===== src/rtl/ps2_move_decoder.sv =====
// PS/2 keyboard front-end: conditions the raw pins, deframes set-2 scan codes and
// turns W/A/D and arrow presses into held MOVE/LEFT/RIGHT commands with ack handshake.
module ps2_move_decoder #(
    parameter int FILTER_LEN     = 8,
    parameter int TIMEOUT_CYCLES = 10000
) (
    input  logic       clk_in,
    input  logic       reset_btn,
    input  logic       ps2_clock,
    input  logic       ps2_data,
    output logic [1:0] cmd_data,
    output logic       cmd_valid,
    input  logic       cmd_ack,
    output logic [7:0] byte_data,
    output logic       byte_valid,
    output logic       frame_err,
    output logic [7:0] drop_cnt
);

    localparam int FCW = $clog2(FILTER_LEN + 1);
    localparam int TCW = $clog2(TIMEOUT_CYCLES + 1);
    localparam logic [FCW-1:0] FILT_MAX = FCW'(FILTER_LEN - 1);
    localparam logic [TCW-1:0] TO_MAX   = TCW'(TIMEOUT_CYCLES - 1);

    typedef enum logic [1:0] {IDLE, SHIFT, CHECK} frameState_t;
    typedef enum logic [1:0] {NORM, BRK, EXT, EXT_BRK} scanState_t;

    logic [1:0]     clkSync_q, datSync_q;
    logic           clkS, datS;
    logic           filtLevel_q, filtLevel_d;
    logic [FCW-1:0] filtCnt_q, filtCnt_d;
    logic           fe_q, fe_d;

    frameState_t    frameState_q, frameState_d;
    logic [9:0]     shift_q, shift_d;
    logic [3:0]     bitCnt_q, bitCnt_d;
    logic [TCW-1:0] toCnt_q, toCnt_d;
    logic           timeout, frameGood, byteLoad, errPulse;

    scanState_t     scanState_q, scanState_d;
    logic           isMake, isBreak, isExt;
    logic [1:0]     keyCode;
    logic [2:0]     keyMask;
    logic           issue;
    logic [2:0]     held_q, held_d;

    logic [1:0]     cmdData_q, cmdData_d;
    logic           cmdValid_q, cmdValid_d;
    logic [7:0]     dropCnt_q, dropCnt_d;
    logic [7:0]     byteData_q;
    logic           byteValid_q, frameErr_q;

    always_ff @(posedge clk_in or posedge reset_btn) begin
        if (reset_btn) begin
            clkSync_q <= 2'b11;
            datSync_q <= 2'b11;
        end else begin
            clkSync_q <= {clkSync_q[0], ps2_clock};
            datSync_q <= {datSync_q[0], ps2_data};
        end
    end

    assign clkS = clkSync_q[1];
    assign datS = datSync_q[1];

    // Glitch filter: the level only flips after FILTER_LEN consecutive differing samples.
    always_comb begin
        filtLevel_d = filtLevel_q;
        filtCnt_d   = '0;
        fe_d        = 1'b0;
        if (clkS != filtLevel_q) begin
            if (filtCnt_q == FILT_MAX) begin
                filtLevel_d = ~filtLevel_q;
                fe_d        = filtLevel_q;
            end else begin
                filtCnt_d = filtCnt_q + 1'b1;
            end
        end
    end

    always_ff @(posedge clk_in or posedge reset_btn) begin
        if (reset_btn) begin
            filtLevel_q <= 1'b1;
            filtCnt_q   <= '0;
            fe_q        <= 1'b0;
        end else begin
            filtLevel_q <= filtLevel_d;
            filtCnt_q   <= filtCnt_d;
            fe_q        <= fe_d;
        end
    end

    assign timeout   = (frameState_q == SHIFT) && !fe_q && (toCnt_q == TO_MAX);
    assign frameGood = shift_q[9] && (^shift_q[8:0]);

    always_ff @(posedge clk_in or posedge reset_btn) begin
        if (reset_btn) frameState_q <= IDLE;
        else           frameState_q <= frameState_d;
    end

    always_comb begin
        frameState_d = frameState_q;
        case (frameState_q)
            IDLE:    if (fe_q && !datS) frameState_d = SHIFT;
            SHIFT: begin
                if (timeout)                         frameState_d = IDLE;
                else if (fe_q && bitCnt_q == 4'd10)  frameState_d = CHECK;
            end
            CHECK:   frameState_d = IDLE;
            default: frameState_d = IDLE;
        endcase
    end

    always_comb begin
        byteLoad = (frameState_q == CHECK) && frameGood;
        errPulse = ((frameState_q == CHECK) && !frameGood) || timeout;
    end

    // Shift register fills LSB first: [7:0] data, [8] parity, [9] stop.
    always_comb begin
        shift_d  = shift_q;
        bitCnt_d = bitCnt_q;
        toCnt_d  = (frameState_q != SHIFT || fe_q) ? '0 : toCnt_q + 1'b1;
        if (fe_q) begin
            if (frameState_q == IDLE && !datS) begin
                bitCnt_d = 4'd1;
            end else if (frameState_q == SHIFT) begin
                shift_d  = {datS, shift_q[9:1]};
                bitCnt_d = bitCnt_q + 4'd1;
            end
        end
    end

    always_ff @(posedge clk_in or posedge reset_btn) begin
        if (reset_btn) begin
            shift_q     <= '0;
            bitCnt_q    <= '0;
            toCnt_q     <= '0;
            byteData_q  <= 8'h00;
            byteValid_q <= 1'b0;
            frameErr_q  <= 1'b0;
        end else begin
            shift_q     <= shift_d;
            bitCnt_q    <= bitCnt_d;
            toCnt_q     <= toCnt_d;
            byteValid_q <= byteLoad;
            frameErr_q  <= errPulse;
            if (byteLoad) byteData_q <= shift_q[7:0];
        end
    end

    always_ff @(posedge clk_in or posedge reset_btn) begin
        if (reset_btn) scanState_q <= NORM;
        else           scanState_q <= scanState_d;
    end

    always_comb begin
        scanState_d = scanState_q;
        if (byteValid_q) begin
            case (scanState_q)
                NORM: begin
                    if (byteData_q == 8'hE0)      scanState_d = EXT;
                    else if (byteData_q == 8'hF0) scanState_d = BRK;
                    else                          scanState_d = NORM;
                end
                EXT:     scanState_d = (byteData_q == 8'hF0) ? EXT_BRK : NORM;
                default: scanState_d = NORM;
            endcase
        end
    end

    always_comb begin
        isMake  = byteValid_q &&
                  (((scanState_q == NORM) && byteData_q != 8'hE0 && byteData_q != 8'hF0) ||
                   ((scanState_q == EXT) && byteData_q != 8'hF0));
        isBreak = byteValid_q && (scanState_q == BRK || scanState_q == EXT_BRK);
        isExt   = (scanState_q == EXT || scanState_q == EXT_BRK);
    end

    always_comb begin
        keyCode = 2'b00;
        case ({isExt, byteData_q})
            {1'b0, 8'h1D}, {1'b1, 8'h75}: keyCode = 2'b01;
            {1'b0, 8'h1C}, {1'b1, 8'h6B}: keyCode = 2'b10;
            {1'b0, 8'h23}, {1'b1, 8'h74}: keyCode = 2'b11;
            default:                      keyCode = 2'b00;
        endcase
        case (keyCode)
            2'b01:   keyMask = 3'b001;
            2'b10:   keyMask = 3'b010;
            2'b11:   keyMask = 3'b100;
            default: keyMask = 3'b000;
        endcase
    end

    // A held key only issues once; a new issue beats a coincident ack.
    always_comb begin
        issue      = isMake && (keyCode != 2'b00) && ((held_q & keyMask) == 3'b000);
        held_d     = held_q;
        cmdData_d  = cmdData_q;
        cmdValid_d = cmdValid_q;
        dropCnt_d  = dropCnt_q;
        if (isMake)  held_d = held_q | keyMask;
        if (isBreak) held_d = held_q & ~keyMask;
        if (issue) begin
            if (!cmdValid_q || cmd_ack) begin
                cmdData_d  = keyCode;
                cmdValid_d = 1'b1;
            end else if (dropCnt_q != 8'hFF) begin
                dropCnt_d = dropCnt_q + 8'd1;
            end
        end else if (cmd_ack) begin
            cmdValid_d = 1'b0;
        end
    end

    always_ff @(posedge clk_in or posedge reset_btn) begin
        if (reset_btn) begin
            held_q     <= 3'b000;
            cmdData_q  <= 2'b00;
            cmdValid_q <= 1'b0;
            dropCnt_q  <= 8'h00;
        end else begin
            held_q     <= held_d;
            cmdData_q  <= cmdData_d;
            cmdValid_q <= cmdValid_d;
            dropCnt_q  <= dropCnt_d;
        end
    end

    assign cmd_data   = cmdData_q;
    assign cmd_valid  = cmdValid_q;
    assign byte_data  = byteData_q;
    assign byte_valid = byteValid_q;
    assign frame_err  = frameErr_q;
    assign drop_cnt   = dropCnt_q;

endmodule


===== config.mk =====
export PLATFORM = sky130hd
export DESIGN_NAME = ps2_move_decoder
export DESIGN_NICKNAME = d
export VERILOG_FILES = /design/src/rtl/ps2_move_decoder.sv
export SDC_FILE = /design/constraint.sdc
export NUM_CORES = 1
export LEC_CHECK = 0
export BUFFER_PORTS_ARGS = -buffer_cell sky130_fd_sc_hd__buf_2
export CORE_MARGIN = 2
export CORE_UTILIZATION = 55
export CTS_BUF_LIST = sky130_fd_sc_hd__clkbuf_16
export CTS_CLUSTER_SIZE = 10
export DETAILED_ROUTE_END_ITERATION = 8
export PLACE_DENSITY = 0.77
export SLEW_MARGIN = 20
export SYNTH_ARGS = -nofsm -noshare
export SYNTH_HDL_FRONTEND = slang
export SYNTH_SLANG_ARGS = --single-unit

===== constraint.sdc =====
create_clock -name clk_in -period 2.5 [get_ports clk_in]
set_input_delay 0.5 -clock clk_in [delete_from_list [all_inputs] [get_ports clk_in]]
set_output_delay 0.5 -clock clk_in [all_outputs]
set_load 0.02 [all_outputs]

After elaboration in Yosys (flattened, before gate mapping)

Index checks and enable logic that the tools add are counted.

Equality and inequality tests: 27
Mux-type cells: 22
Bitwise gates (word level): 7
Reductions and logical operators: 43
Add/sub/neg operators: 4

Operators by type and width:

| operator                                                        | count |
|---|---|
| 9-bit == test, second input constant                            | 3 |
| 8-bit inequality test, second input constant                    | 3 |
| 9-bit by 5-bit == test with 1-bit output, second input constant | 2 |
| 8-bit == test, second input constant                            | 2 |
| 4-bit 2-to-1 mux                                                | 4 |
| 1-bit logical AND                                               | 15 |
| 14-bit by 1-bit adder with 14-bit output, second input constant | 1 |
| 14-bit == test, second input constant                           | 1 |
| 14-bit 2-to-1 mux                                               | 1 |
| 2-bit == test, second input constant                            | 5 |
| 2-bit 2-to-1 mux                                                | 5 |
| 2-bit AND reduction                                             | 5 |
| 9-bit by 6-bit == test with 1-bit output, second input constant | 1 |
| 3-bit one-hot mux with 3 select lines                           | 1 |
| 9-bit XOR reduction                                             | 1 |
| 4-bit by 1-bit adder with 4-bit output, second input constant   | 2 |
| 8-bit by 1-bit adder with 8-bit output, second input constant   | 1 |
| 2-bit one-hot mux with 2 select lines                           | 2 |
| 2-bit nonzero test                                              | 4 |
| 3-bit bitwise AND                                               | 2 |
| 2-bit by 1-bit == test with 1-bit output, second input constant | 3 |
| 1-bit logical OR                                                | 6 |
| 1-bit 2-to-1 mux                                                | 6 |
| 3-bit 2-to-1 mux                                                | 2 |
| 15 further kinds                                                | 25 |

Register bits: 66
Output and inout bits: 21

Depth between registers and ports, before layout

Gate-level depths: netlist of run 1.

Depth in word-level cells: 12
Mapped depth: 7
Depth with buffers taken out: 6

Worst setup path before layout of run 1

Ideal clock, no wire load.

Path type: register -> register
Start: register byteData_q[3], in the netlist byte_data[3]
End: register dropCnt_q[1], in the netlist drop_cnt[1]
Arrival time: 1993 ps
Slack: 382 ps
Path buffers: 0
Required time: 2375 ps
Library setup time: 125 ps
Clock period less this slack: 2118 ps
Stages on the path, launching flop included: 7
Path through: dfrtp_1 and4b_4 o2111ai_1 a221oi_2 nand3b_2 nor2_1 mux2_2

Longest elaborated chain between the ends: 9

RTL lines:

| item                                                                      | line | source |
|---|---|---|
| from (decl)                                                               | 50   | `logic [7:0] byteData_q;` |
| from (signal assigned)                                                    | 148  | `if (byteLoad) byteData_q <= shift_q[7:0];` |
| 9-bit by 6-bit == test with 1-bit output, or another cell as far along    | 182  | `case ({isExt, byteData_q})` |
| 2-bit OR reduction                                                        | 182  |  |
| 2-bit one-hot mux with 3 select lines                                     | 182  |  |
| 2-bit == test or 2-bit by 1-bit == test with 1-bit output (tied branches) | 188  | `case (keyCode)` |
| 3-bit one-hot mux with 3 select lines                                     | 188  |  |
| 3-bit bitwise AND                                                         | 198  | `issue = isMake && (keyCode != 2'b00) && ((held_q & keyMask) == 3'b000);` |
| 3-bit logical NOT                                                         | 198  |  |
| 1-bit logical AND *                                                       | 198  |  |
| 3-bit AND reduction (no source line) *                                    | --   |  |
| to (signal assigned)                                                      | 227  | `dropCnt_q <= dropCnt_d;` |
| to (decl)                                                                 | 49   | `logic [7:0] dropCnt_q, dropCnt_d;` |

Every way passes the cells marked *; elsewhere a longest branch is shown, timed or not.
A chain may end at the register's enable or synchronous reset.

Worst setup path in the final report of run 1

Start: register scanState_q[1]
End: register dropCnt_q[1], in the netlist drop_cnt[1]

Longest elaborated chain between the ends: 11

RTL lines:

| item                                                                      | line     | source |
|---|---|---|
| from (decl)                                                               | 40       | `scanState_t scanState_q, scanState_d;` |
| from (signal assigned)                                                    | 154      | `else scanState_q <= scanState_d;` |
| 2-bit == test (on tied branches)                                          | 175, 177 |  |
| 1-bit logical OR                                                          | 177      | `isExt = (scanState_q == EXT \|\| scanState_q == EXT_BRK);` |
| 9-bit by 6-bit == test with 1-bit output, or another cell as far along    | 182      |  |
| 2-bit OR reduction                                                        | 182      |  |
| 2-bit one-hot mux with 3 select lines                                     | 182      |  |
| 2-bit == test or 2-bit by 1-bit == test with 1-bit output (tied branches) | 188      |  |
| 3-bit one-hot mux with 3 select lines                                     | 188      |  |
| 3-bit bitwise AND                                                         | 198      |  |
| 3-bit logical NOT                                                         | 198      |  |
| 1-bit logical AND *                                                       | 198      |  |
| 3-bit AND reduction (no source line) *                                    | --       |  |

Marked as above.

==> flow_summary.yaml, run 1 <==
die:
  fp.coreArea_um2: 5473
  num_rows: 27
  start_util: 0.5654
  die_w_um: 79.01
  io_pins: 26
  die_h_um: 79.01
  die_area_um2: 6242
logic_synthesis:
  ys.warnings.count: 0
  ys_seq_area_frac: 0.5358
  synthCells: 274
  synth_cell_types: 49
  ys_async_sr_fraction: 1.000
  syn_nets: 284
  yosys_register_bits: 66
  syn_avg_cell_area_um2: 11.29
  netlist_area_um2: 3094
  synthFlopType: "dfrtp_1"
  synth_edf_count: 0
clocking:
  numCtsBuffers: 9
  cts_setup_buffers: 0
  cts_buffer_depth: 2
  cts_tree: "yes"
  path_clk_slew_ns: 0.06
  cts_resized: 0
  insertion_delay_ns: 0.32
  clock_sinks: 66
  cts_max_level: 3
  hold_buffers: 0
  root_buffer: "clkbuf_16"
timing:
  rsz0062_at_grt: "no"
  maxSlewViolCount: 0
  slew_headroom: 0.5951
  worst-slew-pin-transition_ns: 0.6064
  hold_viol: 0
  period_share: 0.8854
  fmax_mhz: 451.8
  period_needed_ns: 2.213
  setup_viol: 0
  hold_ws_ns: 0.2428
  fin_tns_setup_ns: 0
  finClkSkew_ns: 0.007547
cells_and_area:
  area_growth_pct: 16.09
  final_util: 0.6564
  nets: 315
  final_common_cell: "dfrtp_1"
  n_antenna_cell: 0
  drive_above_1_share: 0.2548
  final_cell_mix: "61 x dfrtp_1, 28 x nand2_1, 25 x nor2_1, 25 x buf_2, 21 x mux2_2"
status:
  status: "finished clean"
setup_path:
  slowest_delay_ns: 0.55
  critPathMaxFanout: 10
  cp_slowest_cell: "dfrtp_1"
  critical_path.endpoint_type: "flop"
  critPathLaunchType: "flop"
  crit_chain: "and4b_4 > o2111ai_1 > a221oi_2 > nand3b_2 > nor2_1 > mux2_2"
  r2r_slack_ns: 0.29
  reg2reg_depth: 6
  cp.required_ns: 2.71
  path_class: "reg2reg"
  rr_endpoint: "drop_cnt[1]$_DFFE_PP0P_"
  cp_data_arrival_time_ns: 2.43
  rr_startpoint: "scanState_q[1]$_DFFE_PP0P_"
grt:
  grt_pass1_wl_mm: 9.328
  grt_max_degree: 38
  antenna_found_initial: 0
  grt_overflow: 0
  grt_pass1_vias: 2135
  grt_usage: 0.1945
worst_hold_path:
  min_path_type: "in2async"
power:
  p_leak_uw: 0.001726
  ir_drop_mv: 0.4199
  p_per_area_nw_per_um2: 670.2
place:
  port-buffer-count: 25
  place_congestion: 0.8349
  dp.final_hpwl_mm: 3.673
detailed_routing:
  vias: 2099
  drt_wl_total_mm: 5.475
  ant_nets: 0
  wl_per_cell_um: 14.33
  routed_via_density: 5.495
  drc: 0
  drtIter0Drc: 118
  firstDrtPassIters: 4
run:
  drv_cap: 0
## cell usage after synthesis (4+ instances only)
cell type  count  area share
dfrtp_1       61        0.49
dfstp_2        5       0.042
nor3b_1        4      0.0097
o21ai_0        8       0.013
inv_1          7      0.0085
nor3_1         7       0.011
mux2_2        21       0.076
ha_1           5       0.020
nand3_1       14       0.023
xor2_1        16       0.045
nor2_1        25       0.030
xnor2_1       11       0.031
nand4_1        4      0.0081
nand2b_1       5       0.010
nor2b_1        4      0.0081
nand2_1       28       0.034
## power by group
part	total (uW)	internal (uW)	switching, uW
Clock	1190	759	430
Combinational	87.9	38.8	49.2
Sequential	1130	1110	23.5
## final cells by class
class                           count  area (um^2)
Fill cell                         430         1881
Multi-Input combinational cell    195         1385
Tap cell                           72        90.09
Sequential cell                    66         1658
Clock inverter                      7        62.56
Inverter                            7        26.28
Clock buffer                        9        225.2
Timing Repair Buffer               26        145.1
## worst max path at each step
stage	start	end	slack [ns]	cells past startpoint
floorplan	reset_btn	asynchronous set/reset pin	0.35	1
global placement	byte_data[3]$_DFFE_PP0P_	drop_cnt[1]$_DFFE_PP0P_	0.35	6
detailed placement	byte_data[6]$_DFFE_PP0P_	drop_cnt[1]$_DFFE_PP0P_	0.30	6
CTS	byte_data[6]$_DFFE_PP0P_	drop_cnt[1]$_DFFE_PP0P_	0.30	6
global route	byte_data[6]$_DFFE_PP0P_	drop_cnt[1]$_DFFE_PP0P_	0.16	6
finish	scanState_q[1]$_DFFE_PP0P_	drop_cnt[1]$_DFFE_PP0P_	0.29	6
## per-layer routing
| metal | global-route usage | vias up | wire length (um) | part of all wire |
|---|---|---|---|---|
| met2 | 0.3229 | 37 | 2667 | 0.49 |
| li1 | - | 1028 | - | - |
| met4 | 0.08621 | 0 | 104 | 0.019 |
| met1 | 0.2325 | 1023 | 2506 | 0.46 |
| met5 | 0 | - | 0 | 0 |
| met3 | 0.06136 | 11 | 196 | 0.036 |
## through the flow
step                      total power [uW]  area (um^2)  worst slack [ns]  std cells
after detailed placement              1237         3304            0.2964        366
after floorplan                       1210         3094            0.3535        274
after global placement                1232         3304            0.3511        366
after global routing                  2507         3592            0.1613        382
final                                 2408         3592            0.2866        382
after CTS                             2443         3592            0.3008        382
## sequential cells by signal, indices dropped and copies added (netlist names), 2 cells and up, named ones only
signal	flops
bitCnt_q	4
byte_data	8
clkSync_q	2
cmd_data	2
datSync_q	2
drop_cnt	8
filtCnt_q	4
frameState_q	2
scanState_q	2
shift_q	10
toCnt_q	14
## logic make-up (layout without fill, tap and decap cells)
logic type               count (synthesis)  after routing  synth area share
multiplexers                            22             22           0.07966
AND/OR/NAND/NOR                        114            114            0.2050
XOR/XNOR                                28             28           0.08370
AO/OA/AOI/OAI                           26             26           0.05904
adder cells (fa/ha/maj)                  5              5           0.02022
flip-flops                              66             66            0.5358
buffers and inverters                   13             49           0.01658
## critical path, delay by kind of cell, from the launching register on
kind            cells  cell delay (ns)
flops               1             0.55
compound gates      2             0.43
simple gates        3             0.76
mux                 1             0.35
Power figures use the tool's default switching activity.
==> inputs of run 2 (changes only) <==
Settings changed: CORE_MARGIN 2 to unset.
==> flow_summary.yaml, run 2 (synthesis gave the netlist of run 1 again) <==
setup_path:
  cp-endpoint: "drop_cnt[1]$_DFFE_PP0P_"
  critPathLaunch: "byte_data[5]$_DFFE_PP0P_"
  rr_endpoint: "drop_cnt[1]$_DFFE_PP0P_"
  rr_startpoint: "byte_data[5]$_DFFE_PP0P_"
  r2r_slack_ns: 0.22
  critPathMaxFanout: 9
  cp.required_ns: 2.71
  cp_data_arrival_time_ns: 2.48
  critPathLaunchType: "flop"
  reg2reg_depth: 6
  path_class: "reg2reg"
  critical_path.endpoint_type: "flop"
cells_and_area:
  multi_input_area_um2: 1385
  area_growth_pct: 15.49
  reg.largest.list: "toCnt_q x14, shift_q x10"
  nets: 315
  final_cell_mix: "61 x dfrtp_1, 28 x nand2_1, 25 x nor2_1, 25 x buf_2, 21 x mux2_2"
  drive_above_1_share: 0.2548
  largest_reg_flops: 14
  n_antenna_cell: 0
  seq_area_um2: 1658
  final_common_cell: "dfrtp_1"
  stdcell_count: 380
  final.fill_count: 405
  regMostFlops: "toCnt_q"
place:
  dp.final_hpwl_mm: 3.596
  place_congestion: 0.9185
  dp_cells: 364
  port-buffer-count: 25
  post-place-ws_ns: 0.2947
die:
  start_util: 0.5871
  die_area_um2: 5930
  die_w_um: 77.01
  io_pins: 26
  die_h_um: 77.01
  num_rows: 26
  fp.coreArea_um2: 5270
timing:
  fmax_mhz: 439.4
  worst_slack_ns: 0.2243
  period_share: 0.9103
  maxSlewViolCount: 0
  slew_headroom: 0.6575
  hold_ws_ns: 0.2398
  worst-slew-pin-transition_ns: 0.5125
  fin_tns_setup_ns: 0
  finClkSkew_ns: 0.003777
  setup_viol: 0
  rsz0062_at_grt: "no"
  period_needed_ns: 2.276
  hold_viol: 0
clocking:
  cts_setup_buffers: 0
  cts_buffer_depth: 2
  cts_max_level: 3
  insertion_delay_ns: 0.32
  numCtsBuffers: 9
  cts_resized: 0
  cts_tree: "yes"
  root_buffer: "clkbuf_16"
  clock_sinks: 66
  path_clk_slew_ns: 0.05
  hold_buffers: 0
run:
  drv_cap: 0
grt:
  antenna_found_initial: 0
  grt_usage: 0.2035
  grt_pass1_vias: 2004
  grt_overflow: 0
  grt_pass1_wl_mm: 9.377
  grt_max_degree: 67
detailed_routing:
  drt_wl_total_mm: 5.349
  wl_per_cell_um: 14.08
  ant_nets: 0
  vias: 2074
  routed_via_density: 5.458
  drc: 0
  firstDrtPassIters: 4
  drtIter0Drc: 138
status:
  status: "finished clean"
power:
  p_leak_uw: 0.001705
  ir_drop_mv: 0.6206
  p_per_area_nw_per_um2: 651.4
worst_hold_path:
  min_path_type: "in2async"
[run 2: cell types whose count changed in the layout (fill, tap and decap cells not counted)]
| cell | change |
|---|---|
| clkinv_1 | +1 |
| bufinv_16 | -1 |
| inv_1 | -1 |
| clkinvlp_4 | +2 |
| clkinv_2 | -2 |
| clkinv_4 | +1 |
[run 2: worst max-delay path: stages, from the launching register on]
cell and delay [ns]:
dfrtp_1 0.48, nor4b_4 0.39, o2111ai_1 0.17, a221oi_2 0.32, nand3b_2 0.23, nor2_1 0.22, mux2_2 0.36
[run 2: area by class of cell]
cell class	count	area share
Sequential cell	66	0.4639
Multi-Input combinational cell	195	0.3876
Clock buffer	9	0.06303
Timing Repair Buffer	26	0.04062
Tap cell	70	0.02451
Clock inverter	7	0.01296
Inverter	7	0.007353
[run 2: report_power, final]
part	internal (uW)	leakage [uW]	switching [uW]	total (uW)
Sequential	1110	0.000903	22.0	1130
Combinational	39.6	0.000684	49.5	89.1
Clock	663	0.000119	446	1110
[run 2: stage by stage]
| step | instance area, um^2 | total power, uW | util |
|---|---|---|---|
| 6_report | 3573 | 2328 | 0.6781 |
| 5_1_grt | 3573 | 2427 | 0.6781 |
| 4_1_cts | 3573 | 2365 | 0.6781 |
| 3_5_place_dp | 3302 | 1240 | 0.6265 |
| 3_3_place_gp | 3302 | 1234 | 0.6265 |
| 2_1_floorplan | 3094 | 1210 | - |
[run 2: per-layer routing]
layer / wire, um / up-vias / global-route usage
met3: 240 / 7 / 0.05119
met2: 2514 / 53 / 0.3205
li1: - / 1027 / -
met4: 65 / 0 / 0.07925
met1: 2527 / 987 / 0.2713
met5: 0 / - / 0
[run 2: how the worst min path moves through the flow]
stage                         endpoint              startpoint  depth (start not counted)
6_report       drop_cnt[2]$_DFFE_PP0P_               reset_btn                          3
5_1_grt         clkSync_q[0]$_DFF_PP1_               ps2_clock                          1
4_1_cts           toCnt_q[9]$_DFF_PP0_               reset_btn                          3
3_5_place_dp    clkSync_q[1]$_DFF_PP1_  clkSync_q[0]$_DFF_PP1_                          0
3_3_place_gp    datSync_q[1]$_DFF_PP1_  datSync_q[0]$_DFF_PP1_                          0
2_1_floorplan   clkSync_q[1]$_DFF_PP1_  clkSync_q[0]$_DFF_PP1_                          0
==> inputs of run 3 (changes only) <==
--- a/config.mk
+++ b/config.mk
@@ -12,2 +12,3 @@
 export DETAILED_ROUTE_END_ITERATION = 8
+export HOLD_SLACK_MARGIN = 0.02
 export PLACE_DENSITY = 0.77
==> constraint.sdc (replaced) <==
create_clock -name clk_in -period 2.5 [get_ports clk_in]
set_input_delay 0.625 -clock clk_in [delete_from_list [all_inputs] [get_ports clk_in]]
set_output_delay 0.625 -clock clk_in [all_outputs]
set_load 0.02 [all_outputs]
==> flow_summary.yaml, run 3 (synthesis gave the netlist of run 1 again) <==
setup_path:
  slowest_delay_ns: 0.49
  rr_startpoint: "byte_data[6]$_DFFE_PP0P_"
  cp.required_ns: 2.71
  critical_path.endpoint_type: "flop"
  cp_data_arrival_time_ns: 2.39
  cp_num_buf_inv: 0
  crit_family: "simple AND/OR/NAND/NOR gates"
  critPathLaunch: "byte_data[6]$_DFFE_PP0P_"
  critPathLaunchType: "flop"
  cp_slowest_cell: "dfrtp_1"
  crit_chain: "nor4b_4 > o2111ai_1 > a221oi_2 > nand3b_2 > nor2_1 > mux2_2"
  critPathMaxFanout: 10
  path_class: "reg2reg"
status:
  status: "finished clean"
cells_and_area:
  final_util: 0.6880
  reg.largest.list: "toCnt_q x14, shift_q x10"
  multi_input_area_um2: 1385
  final_common_cell: "dfrtp_1"
  seq_area_um2: 1658
  drive_above_1_share: 0.2564
  largest_reg_flops: 14
  final.fill_count: 388
  regMostFlops: "toCnt_q"
  area_growth_pct: 17.19
  n_antenna_cell: 0
  nets: 317
  final_cell_mix: "61 x dfrtp_1, 28 x nand2_1, 25 x nor2_1, 25 x buf_2, 21 x mux2_2"
timing:
  maxSlewViolCount: 0
  setup_viol: 0
  rsz0062_at_grt: "no"
  fin_tns_setup_ns: 0
  hold_viol: 0
  finClkSkew_ns: 0.005135
  period_share: 0.8735
  fmax_mhz: 457.9
  period_needed_ns: 2.184
  worst-slew-pin-transition_ns: 0.4928
  slew_headroom: 0.6707
die:
  die_area_um2: 5930
  start_util: 0.5871
  num_rows: 26
  fp.coreArea_um2: 5270
  die_w_um: 77.01
  io_pins: 26
  die_h_um: 77.01
detailed_routing:
  routed_via_density: 5.510
  drtIter0Drc: 87
  firstDrtPassIters: 4
  drt_wl_total_mm: 5.384
  ant_nets: 0
  drc: 0
  wl_per_cell_um: 14.09
  vias: 2105
clocking:
  cts_tree: "yes"
  insertion_delay_ns: 0.32
  clock_sinks: 66
  cts_setup_buffers: 0
  cts_max_level: 3
  cts_buffer_depth: 2
  root_buffer: "clkbuf_16"
  cts_resized: 0
  path_clk_slew_ns: 0.05
  hold_buffers: 0
  numCtsBuffers: 9
grt:
  antenna_found_initial: 0
  grt_max_degree: 25
  grt_pass1_vias: 2128
  grt_overflow: 0
  grt_usage: 0.2103
  grt_pass1_wl_mm: 9.604
worst_hold_path:
  min_path_type: "in2async"
power:
  p_leak_uw: 0.001744
  p_per_area_nw_per_um2: 692.0
  ir_drop_mv: 0.5454
run:
  drv_cap: 0
place:
  dp.final_hpwl_mm: 3.810
  place_congestion: 0.9413
  port-buffer-count: 25
## run 3: changes by cell type in the layout (fill, tap and decap cells not counted), sizes merged
cell      previous run  this run
bufinv               0         2
clkinvlp             4         1
clkinv               3         4
buf                 26        28
## run 3: through the flow
stage / std cells / area, um^2 / worst slack, ns / total power [uW] / hold WS [ns]
2_1_floorplan: 274 / 3094 / 0.2285 / 1210 / 0.3452
3_3_place_gp: 366 / 3317 / 0.3523 / 1234 / 0.3466
3_5_place_dp: 366 / 3317 / 0.3397 / 1240 / 0.3476
4_1_cts: 382 / 3626 / 0.3247 / 2541 / 0.2710
5_1_grt: 382 / 3626 / 0.1081 / 2606 / 0.2860
6_report: 382 / 3626 / 0.3164 / 2509 / 0.2741
## run 3: layout make-up
type	count	area share
timing repair buffer	28	0.04417
multi-input combinational	195	0.3820
inverter	7	0.007246
clock buffer	9	0.06211
clock inverter	7	0.02312
tap	70	0.02415
sequential	66	0.4572
## run 3: where the power goes
part           internal, uW  total, uW  switching, uW
logic                  41.0       90.7           49.8
clock network           859       1290            429
registers              1110       1130           23.0
## run 3: metal layers
layer | routed length [um] | global-route usage | part of all wire
met1 | 2489 | 0.2657 | 0.46
met2 | 2559 | 0.3339 | 0.48
met3 | 202 | 0.05714 | 0.038
met4 | 133 | 0.1038 | 0.025
met5 | 0 | 0 | 0
## run 3: final timing paths
path                                                end  slack [ns]  cells past startpoint
worst min-delay path            drop_cnt[6]$_DFFE_PP0P_        0.27                      2
worst min register to register   datSync_q[1]$_DFF_PP1_        0.35                      0
min in group clk_in              datSync_q[1]$_DFF_PP1_        0.35                      0
worst max-delay path            drop_cnt[1]$_DFFE_PP0P_        0.32                      6
worst max register to register  drop_cnt[1]$_DFFE_PP0P_        0.32                      6
max in group asynchronous       filtLevel_q$_DFFE_PP1P_        1.62                      3
